==> src/rtl/hazard_controller.sv <==
// Load-use stall / branch flush sequencer with registered EX operand forwarding selects; optional HAZ_PERF_EN stall counter.
// Latency: stall_id/flush_ex combinational, fwd_*_sel registered at the edge the ID instruction enters EX; 1-cycle load-use penalty.
// Backpressure: stall_id holds PC and IF/ID for exactly one cycle per load-use; flush_ex bubbles ID/EX.
module hazard_controller #(
   parameter int REG_AW = 5,
   parameter int CNT_W  = 16
) (
   input  logic              clk,
   input  logic              rst_n,
   input  logic              id_valid,
   input  logic [REG_AW-1:0] id_rs1,
   input  logic [REG_AW-1:0] id_rs2,
   input  logic [REG_AW-1:0] id_rd,
   input  logic              id_regwrite,
   input  logic              id_memread,
   input  logic              ex_br_taken,
   output logic              stall_id,
   output logic              flush_ex,
   output logic [1:0]        fwd_rs1_sel,
   output logic [1:0]        fwd_rs2_sel
`ifdef HAZ_PERF_EN
   ,
   output logic [CNT_W-1:0]  stall_cnt
`endif
);

   typedef struct packed {
      logic              valid;
      logic [REG_AW-1:0] rd;
      logic              regwrite;
      logic              memread;
   } slot_t;

   localparam logic [0:0] ST_RUN   = 1'b0;
   localparam logic [0:0] ST_STALL = 1'b1;

   localparam logic [1:0] SEL_RF  = 2'b00;
   localparam logic [1:0] SEL_MEM = 2'b01;
   localparam logic [1:0] SEL_WB  = 2'b10;

   logic [0:0] state_q;
   logic [0:0] state_d;
   slot_t      ex_q;
   slot_t      mem_q;
   slot_t      wb_q;
   slot_t      id_slot;
   logic       load_use;
   logic       stall_raw;
   logic       flush_raw;
   logic       ex_bubble;

   function automatic logic slot_match(input slot_t s, input logic [REG_AW-1:0] r);
      return s.valid && s.regwrite && (s.rd != '0) && (s.rd == r);
   endfunction

   // Selects describe where the producer sits one cycle later, when the consumer is in EX.
   function automatic logic [1:0] fwd_pick(input slot_t ex_s, input slot_t mem_s,
                                           input logic [REG_AW-1:0] r);
      if (slot_match(ex_s, r)) begin
         return SEL_MEM;
      end else if (slot_match(mem_s, r)) begin
         return SEL_WB;
      end
      return SEL_RF;
   endfunction

   assign id_slot  = '{valid: 1'b1, rd: id_rd, regwrite: id_regwrite, memread: id_memread};
   assign load_use = id_valid && ex_q.memread &&
                     (slot_match(ex_q, id_rs1) || slot_match(ex_q, id_rs2));

   always_comb begin
      stall_raw = 1'b0;
      flush_raw = 1'b0;
      state_d   = state_q;
      case (state_q)
         ST_RUN: begin
            if (ex_br_taken) begin
               flush_raw = 1'b1;
            end else if (load_use) begin
               stall_raw = 1'b1;
               flush_raw = 1'b1;
               state_d   = ST_STALL;
            end
         end
         ST_STALL: begin
            flush_raw = ex_br_taken;
            state_d   = ST_RUN;
         end
         default: state_d = ST_RUN;
      endcase
   end

   // Flops are held in reset anyway; only the visible outputs need explicit gating.
   assign stall_id  = stall_raw && rst_n;
   assign flush_ex  = flush_raw && rst_n;
   assign ex_bubble = stall_raw || flush_raw || !id_valid;

   always_ff @(posedge clk or negedge rst_n) begin
      if (!rst_n) begin
         state_q     <= ST_RUN;
         ex_q        <= '0;
         mem_q       <= '0;
         wb_q        <= '0;
         fwd_rs1_sel <= SEL_RF;
         fwd_rs2_sel <= SEL_RF;
      end else begin
         state_q <= state_d;
         mem_q   <= ex_q;
         wb_q    <= mem_q;
         if (ex_bubble) begin
            ex_q        <= '0;
            fwd_rs1_sel <= SEL_RF;
            fwd_rs2_sel <= SEL_RF;
         end else begin
            ex_q        <= id_slot;
            fwd_rs1_sel <= fwd_pick(ex_q, mem_q, id_rs1);
            fwd_rs2_sel <= fwd_pick(ex_q, mem_q, id_rs2);
         end
      end
   end

   // WB producers are covered by regfile write-through; the slot is kept for debug visibility.
   logic unused_ok;

`ifdef HAZ_PERF_EN
   localparam logic [CNT_W-1:0] CNT_MAX = {CNT_W{1'b1}};

   always_ff @(posedge clk or negedge rst_n) begin
      if (!rst_n) begin
         stall_cnt <= '0;
      end else if (stall_raw && (stall_cnt != CNT_MAX)) begin
         stall_cnt <= stall_cnt + CNT_W'(1);
      end
   end

   assign unused_ok = ^{wb_q, mem_q.memread};
`else
   assign unused_ok = ^{wb_q, mem_q.memread, (CNT_W > 0)};
`endif

endmodule

==> config.mk <==
export PLATFORM = sky130hd
export DESIGN_NAME = hazard_controller
export DESIGN_NICKNAME = d
export VERILOG_FILES = /design/src/rtl/hazard_controller.sv
export SDC_FILE = /design/constraint.sdc
export NUM_CORES = 1
export LEC_CHECK = 0
export ABC_AREA = 1
export CORE_UTILIZATION = 46
export DETAILED_ROUTE_END_ITERATION = 6
export GPL_TIMING_DRIVEN = 0
export PLACE_DENSITY = 0.77
export RECOVER_POWER = 25
export REMOVE_ABC_BUFFERS = 1
export SKIP_LAST_GASP = 1
export SLEW_MARGIN = 20
export SYNTH_ARGS = -nofsm -noshare
export SYNTH_HDL_FRONTEND = slang
export SYNTH_SLANG_ARGS = --single-unit
==> constraint.sdc <==
create_clock -name clk -period 1.59 [get_ports clk]
set_input_delay 0.159 -clock clk [delete_from_list [all_inputs] [get_ports clk]]
set_output_delay 0.159 -clock clk [all_outputs]
set_load 0.01 [all_outputs]
==> flow_summary.toml, run 1 <==
[logic_synthesis]
syn_inst = 105
syn_area_per_cell_um2 = 9.26
synth_adder_area_share = 0
synth_compound_area_frac = 0.00515
ys_top_cells_by_area = "dfrtp_1 (51%), xor2_1 (9.9%), xnor2_1 (6.3%), inv_1 (6.2%), nand2_1 (5.8%)"
synth_top_area_cell = "dfrtp_1"
synthSimpleGateAreaFrac = 0.245
synth_top_area_frac = 0.515
yosys_warnings = 0
synth_top_family_by_area = "simple AND/OR/NAND/NOR gates"
synth_area_um2 = 972
yosysSeqAreaShare = 0.515
ys_ff_latch = 20
synth.area.mux_share = 0
synth_xor_area_frac = 0.162
synth.distinct_cells = 15

[routing]
vias = 740
drc = 0
avgViaCountPerCell = 4.57
wl_um = 1610
wl_per_cell_um = 9.96
drt_iter0_markers = 7
first_pass_iters = 4
postRouteAntennaNets = 0

[timing]
slew_headroom = 0.439
setup_violations = 2
max_freq_mhz = 572
setup_slack_ns = -0.157
skew_ns = 0.00477
slew_violations = 0
rsz0062_at_grt = "true"
period_needed_ns = 1.75
timing.final.crit_share = 1.10
finalHoldViolations = 0
worst_slew_pin_slew_ns = 0.841

[placement]
preCtsSetupSlack_ns = -0.764
portBuffers = 26
dp.cells = 157
dp_hpwl_um = 1320
place_area_um2 = 1250
gp_congestion = 0.843

[cts]
cts_hold_buf = 0
clkTransAtPathRegs_ns = 0.10
cts_sinks = 20
numCtsBuffers = 3
cts_max_level = 1
clk-insertion-delay-late_ns = 0.29
cts_buffer_depth = 2
cts_tree = "done"
root_buffer = "clkbuf_4"

[worst_setup_path]
worst-path-max-fanout = 4
path_cells = "xnor2_2 > nand2_1 > nor2_2 > nand3_2 > nand2_2 > nand2_4 > nor3_2 > buf_2"
cpPeakStageDelay_ns = 0.47
slowest_stage = "dfrtp_2"
cp.arrival_ns = 1.59
required_ns = 1.43
crit_type = "register to output port"
cp-start-kind = "register"
worst_setup_path_end_kind = "output port"

[grt]
overflow = 0
antenna_found_initial = 0
grt_max_degree = 22
grt_pass1_wl_um = 2480
grtUsageTotal = 0.161
grt_pass1_vias = 615

[pwr]
sequentialPowerShare = 0.557
ir_drop_uv = 732
net-switching-power_mw = 0.224
p_sw_frac = 0.231
internal_power_mw = 0.745
p_total_mw = 0.969
power_frac_comb = 0.153
power.density_nw_per_um2 = 732
p_leak_nw = 0.666
p_clk_frac = 0.290

[floorplan]
die_h_um = 48.0
pin_count = 27
placement_rows = 16
initial_core_util = 0.491
die_x_um = 48.0
coreArea_um2 = 1980
dieArea_um2 = 2300

[final_layout]
diodes = 0
final_cells = 162
finalNetCount = 157
fillers = 146
layout_common_cells = "clkdlybuf4s50_1 (23), dfrtp_1 (18), nand2_1 (14), inv_1 (14), xor2_1 (11)"
fin_area_um2 = 1320
synthToLayoutAreaGrowth_pct = 36.2
final_common_cell = "clkdlybuf4s50_1"
utilization = 0.668
drive_above_1_share = 0.215

[flow_run]
maxCapViolations = 0

[worst_hold_path]
hp-class = "primary input to async pin"

[status]
violations = "negative setup slack"
outcome = "complete, but fails checks"
==> through the flow <==
stage / hold WS (ns) / TNS [ns]
after global placement: 0.357 / -2.90
after CTS: 0.0941 / -0.361
after floorplan: -0.137 / 0
after global routing: 0.134 / -1.74
final: 0.0700 / -0.299
after detailed placement: 0.363 / -3.29
==> registers in the layout, indices dropped and copies added, names as in the netlist <==
| register | count |
|---|---|
| ex_q | 8 |
| fwd_rs1_sel | 2 |
| fwd_rs2_sel | 2 |
| mem_q | 7 |
| state_q | 1 |
==> final cells by class <==
class / count / area, um2 / share of cell area
tap: 27 / 33.8 / 0.0255
clock buffer: 4 / 36.3 / 0.0274
timing repair buffer: 27 / 256 / 0.194
multi-input combinational: 68 / 434 / 0.328
inverter: 16 / 60.1 / 0.0454
sequential: 20 / 503 / 0.380
==> worst max-delay path, delay by kind of cell (launching register included) <==
kind,cells,cell delay [ns]
DFF,1,0.47
buffers and inverters,1,0.16
xor gates and xnor gates,1,0.13
and+or+nand+nor,6,0.55
==> Yosys cell counts <==
cell type  count
nand4_1        1
nor4_1         1
nor2_1        11
nand3_2        2
nand2_1       15
buf_6          1
nor3_1         5
nand2_2        1
a21oi_1        1
xor2_1        11
inv_1         16
xnor2_1        7
dfrtp_1       20
nor2_2         9
nand3_1        4
==> what timing repair did <==
item | in CTS | in global routing
setup endpoints to repair | 2 | 14
buffers inserted | 1 | 0
cloned | 0 | 0
pin swaps | 1 | 1
resized for setup | 14 | 7
==> path summary, 6_finish.rpt <==
path / start / endpoint / slack (ns) / cells after the start
min in group clk: id_rd[1] / ex_q[3] / 0.38 / 3
hold / removal: rst_n / fwd_rs1_sel[0] / 0.07 / 1
setup / recovery: ex_q[2] / stall_id / -0.16 / 8
max in group asynchronous: rst_n / ex_q[2] / 0.95 / 1
setup reg to reg: ex_q[3] / fwd_rs1_sel[1] / 0.05 / 9
hold reg to reg: ex_q[1] / mem_q[1] / 0.38 / 0
==> logic make-up after synthesis <==
group                     Yosys count
and+or+nand+nor                    49
DFF                                20
xor gates and xnor gates           18
buffers and inverters              17
AOI/OAI and AO/OA                   1
==> routing by layer <==
layer  up-vias  part of all wire  GRT usage
met5         -                 0          0
met4         0            0.0093     0.0667
met3         2             0.035     0.0340
met2        16              0.51      0.257
met1       344              0.44      0.213
li1        378                 -          -
==> power by group through the flow <==
stage / clock, mW / sequential (mW) / combinational [mW]
finish: 0.281 / 0.539 / 0.149
global route: 0.311 / 0.543 / 0.165
CTS: 0.289 / 0.539 / 0.146
detailed placement: 0 / 0.549 / 0.145
global placement: 0 / 0.548 / 0.143
floorplan: 0 / 0.545 / 0.0677
Power figures use the tool's default switching activity.
==> run 2: changes to the inputs <==
--- a/config.mk
+++ b/config.mk
@@ -6,12 +6,11 @@
 export NUM_CORES = 1
 export LEC_CHECK = 0
 export ABC_AREA = 1
-export CORE_UTILIZATION = 46
+export CORE_UTILIZATION = 42
 export DETAILED_ROUTE_END_ITERATION = 6
 export GPL_TIMING_DRIVEN = 0
-export PLACE_DENSITY = 0.77
+export PLACE_DENSITY = 0.74
 export RECOVER_POWER = 25
-export REMOVE_ABC_BUFFERS = 1
 export SKIP_LAST_GASP = 1
 export SLEW_MARGIN = 20
 export SYNTH_ARGS = -nofsm -noshare
==> constraint.sdc (replaced) <==
create_clock -name clk -period 1.4 [get_ports clk]
set_input_delay 0.28 -clock clk [delete_from_list [all_inputs] [get_ports clk]]
set_output_delay 0.28 -clock clk [all_outputs]
set_load 0.01 [all_outputs]
==> run 2 against run 1 <==
Net effect:
- the run still ends with negative setup slack left
- combinational power rose by 36%
- total power up 32%
- global-route usage is 4.0 points higher
- clock-buffer cell count fell by 1
==> flow_summary.toml, run 2 (synthesis results as in run 1) <==
[status]
outcome = "complete, but fails checks"
violations = "negative setup slack"

[final_layout]
top_regs = "ex_q: 8 flops, mem_q: 7 flops"
finalNetCount = 163
layout_common_cells = "dfrtp_1 (17), clkdlybuf4s50_1 (16), inv_1 (15), nand2_1 (14), xor2_1 (11)"
final_common_cell = "dfrtp_1"
largest_register_ffs = 8
diodes = 0
fin_area_um2 = 1440
drive_above_1_share = 0.262
synthToLayoutAreaGrowth_pct = 48.0
final_cells = 169
regMostFlops = "ex_q"
utilization = 0.657

[logic_synthesis]
syn_nets = 126

[worst_setup_path]
cp-start-kind = "primary input"
crit_type = "primary input to output port"
slowest_stage = "clkdlybuf4s50_1"
worst-path-max-fanout = 3
cpPeakStageDelay_ns = 0.54
worst_setup_path_end_kind = "output port"
cp.arrival_ns = 1.66
r2r_slack_ns = -0.20
path_cells = "clkdlybuf4s50_1 > xnor2_2 > nand2_1 > nor2_2 > nand3_2 > nand2_2 > nand2_4 > a21oi_2 > buf_2"
required_ns = 1.12

[floorplan]
initial_core_util = 0.444
die_x_um = 50.1
dieArea_um2 = 2510
placement_rows = 17
pin_count = 27
die_h_um = 50.1
coreArea_um2 = 2190

[timing]
skew_ns = 0.00813
finalHoldViolations = 0
worst_slew_pin_slew_ns = 0.894
rsz0062_at_grt = "true"
setup_slack_ns = -0.535
timing.final.crit_share = 1.38
setup_violations = 15
hold_slack_ns = 0.386
slew_violations = 0
period_needed_ns = 1.94
slew_headroom = 0.402
max_freq_mhz = 517

[routing]
wl_um = 2160
avgViaCountPerCell = 4.73
drc = 0
wl_per_cell_um = 12.8
vias = 800
first_pass_iters = 4
dr_wl_met3_um = 60
wl_met2_um = 1090
wirelength_met1_um = 898
drt_iter0_markers = 5
postRouteAntennaNets = 0
top_layer = "met4"

[cts]
clk-insertion-delay-late_ns = 0.30
clkTransAtPathRegs_ns = 0.12
cts_buffer_depth = 2
root_buffer = "clkbuf_4"
cts_tree = "done"
cts_sinks = 20
numCtsBuffers = 3
cts_max_level = 1

[pwr]
p_total_mw = 1.28
ir_drop_uv = 679
power.density_nw_per_um2 = 892
p_leak_nw = 0.745

[grt]
grt_max_degree = 22
antenna_found_initial = 0
grtUsageTotal = 0.201
overflow = 0
grt_pass1_vias = 785
grt_pass1_wl_um = 3600

[placement]
dp_hpwl_um = 1450
dp.cells = 159
gp_congestion = 0.888
place_area_um2 = 1280
portBuffers = 26

[worst_hold_path]
hp-class = "register to register"

[flow_run]
maxCapViolations = 0
## run 2: worst paths after layout
path / start / endpoint / cells past startpoint
setup / recovery: id_rs2[0] / flush_ex / 9
hold / removal: ex_q[1] / mem_q[1] / 0
setup reg to reg: ex_q[6] / fwd_rs2_sel[0] / 9
hold reg to reg: ex_q[1] / mem_q[1] / 0
max in group asynchronous: rst_n / ex_q[3] / 2
min in group asynchronous: rst_n / mem_q[6] / 2
## run 2: critical path, delay by kind of cell
family | cells | cell delay [ns]
XOR/XNOR | 1 | 0.13
buffers and inverters | 2 | 0.69
AO/OA/AOI/OAI | 1 | 0.12
AND/OR/NAND/NOR | 5 | 0.43
## run 2: final cells by class
type                    instances  area, um2
inverters                      16       60.1
multi-input cells              68        460
fillers                       177        752
flip-flops and latches         20        504
repair buffers                 32        312
well taps                      28       35.0
plain buffers                   1       15.0
clock inverters                 1       30.0
clock buffers                   3       22.5
## run 2: layer usage
layer,vias up,global-route usage
met5,-,0
met4,0,0.133
met3,10,0.0278
met2,19,0.333
met1,383,0.239
li1,388,-
## run 2: stage by stage
step | setup slack, ns | TNS [ns]
floorplan | 0.00604 | 0
global placement | -1.16 | -7.11
detailed placement | -1.22 | -8.07
CTS | -0.564 | -2.75
global route | -0.630 | -5.17
finish | -0.535 | -3.66
## run 2: report_power, final
group | internal [mW] | switching, mW | leakage, nW
clock network | 0.289 | 0.178 | 0.0279
registers | 0.595 | 0.0184 | 0.266
logic | 0.107 | 0.0948 | 0.451
## run 2: timing repair
action                     CTS  global route
hold endpoints to repair     0            20
setup endpoints to repair   16            15
gates cloned                 1             0
hold buffers                 0             1
setup buffers                2             2
resized for setup           19            16
pin swaps                    3             6
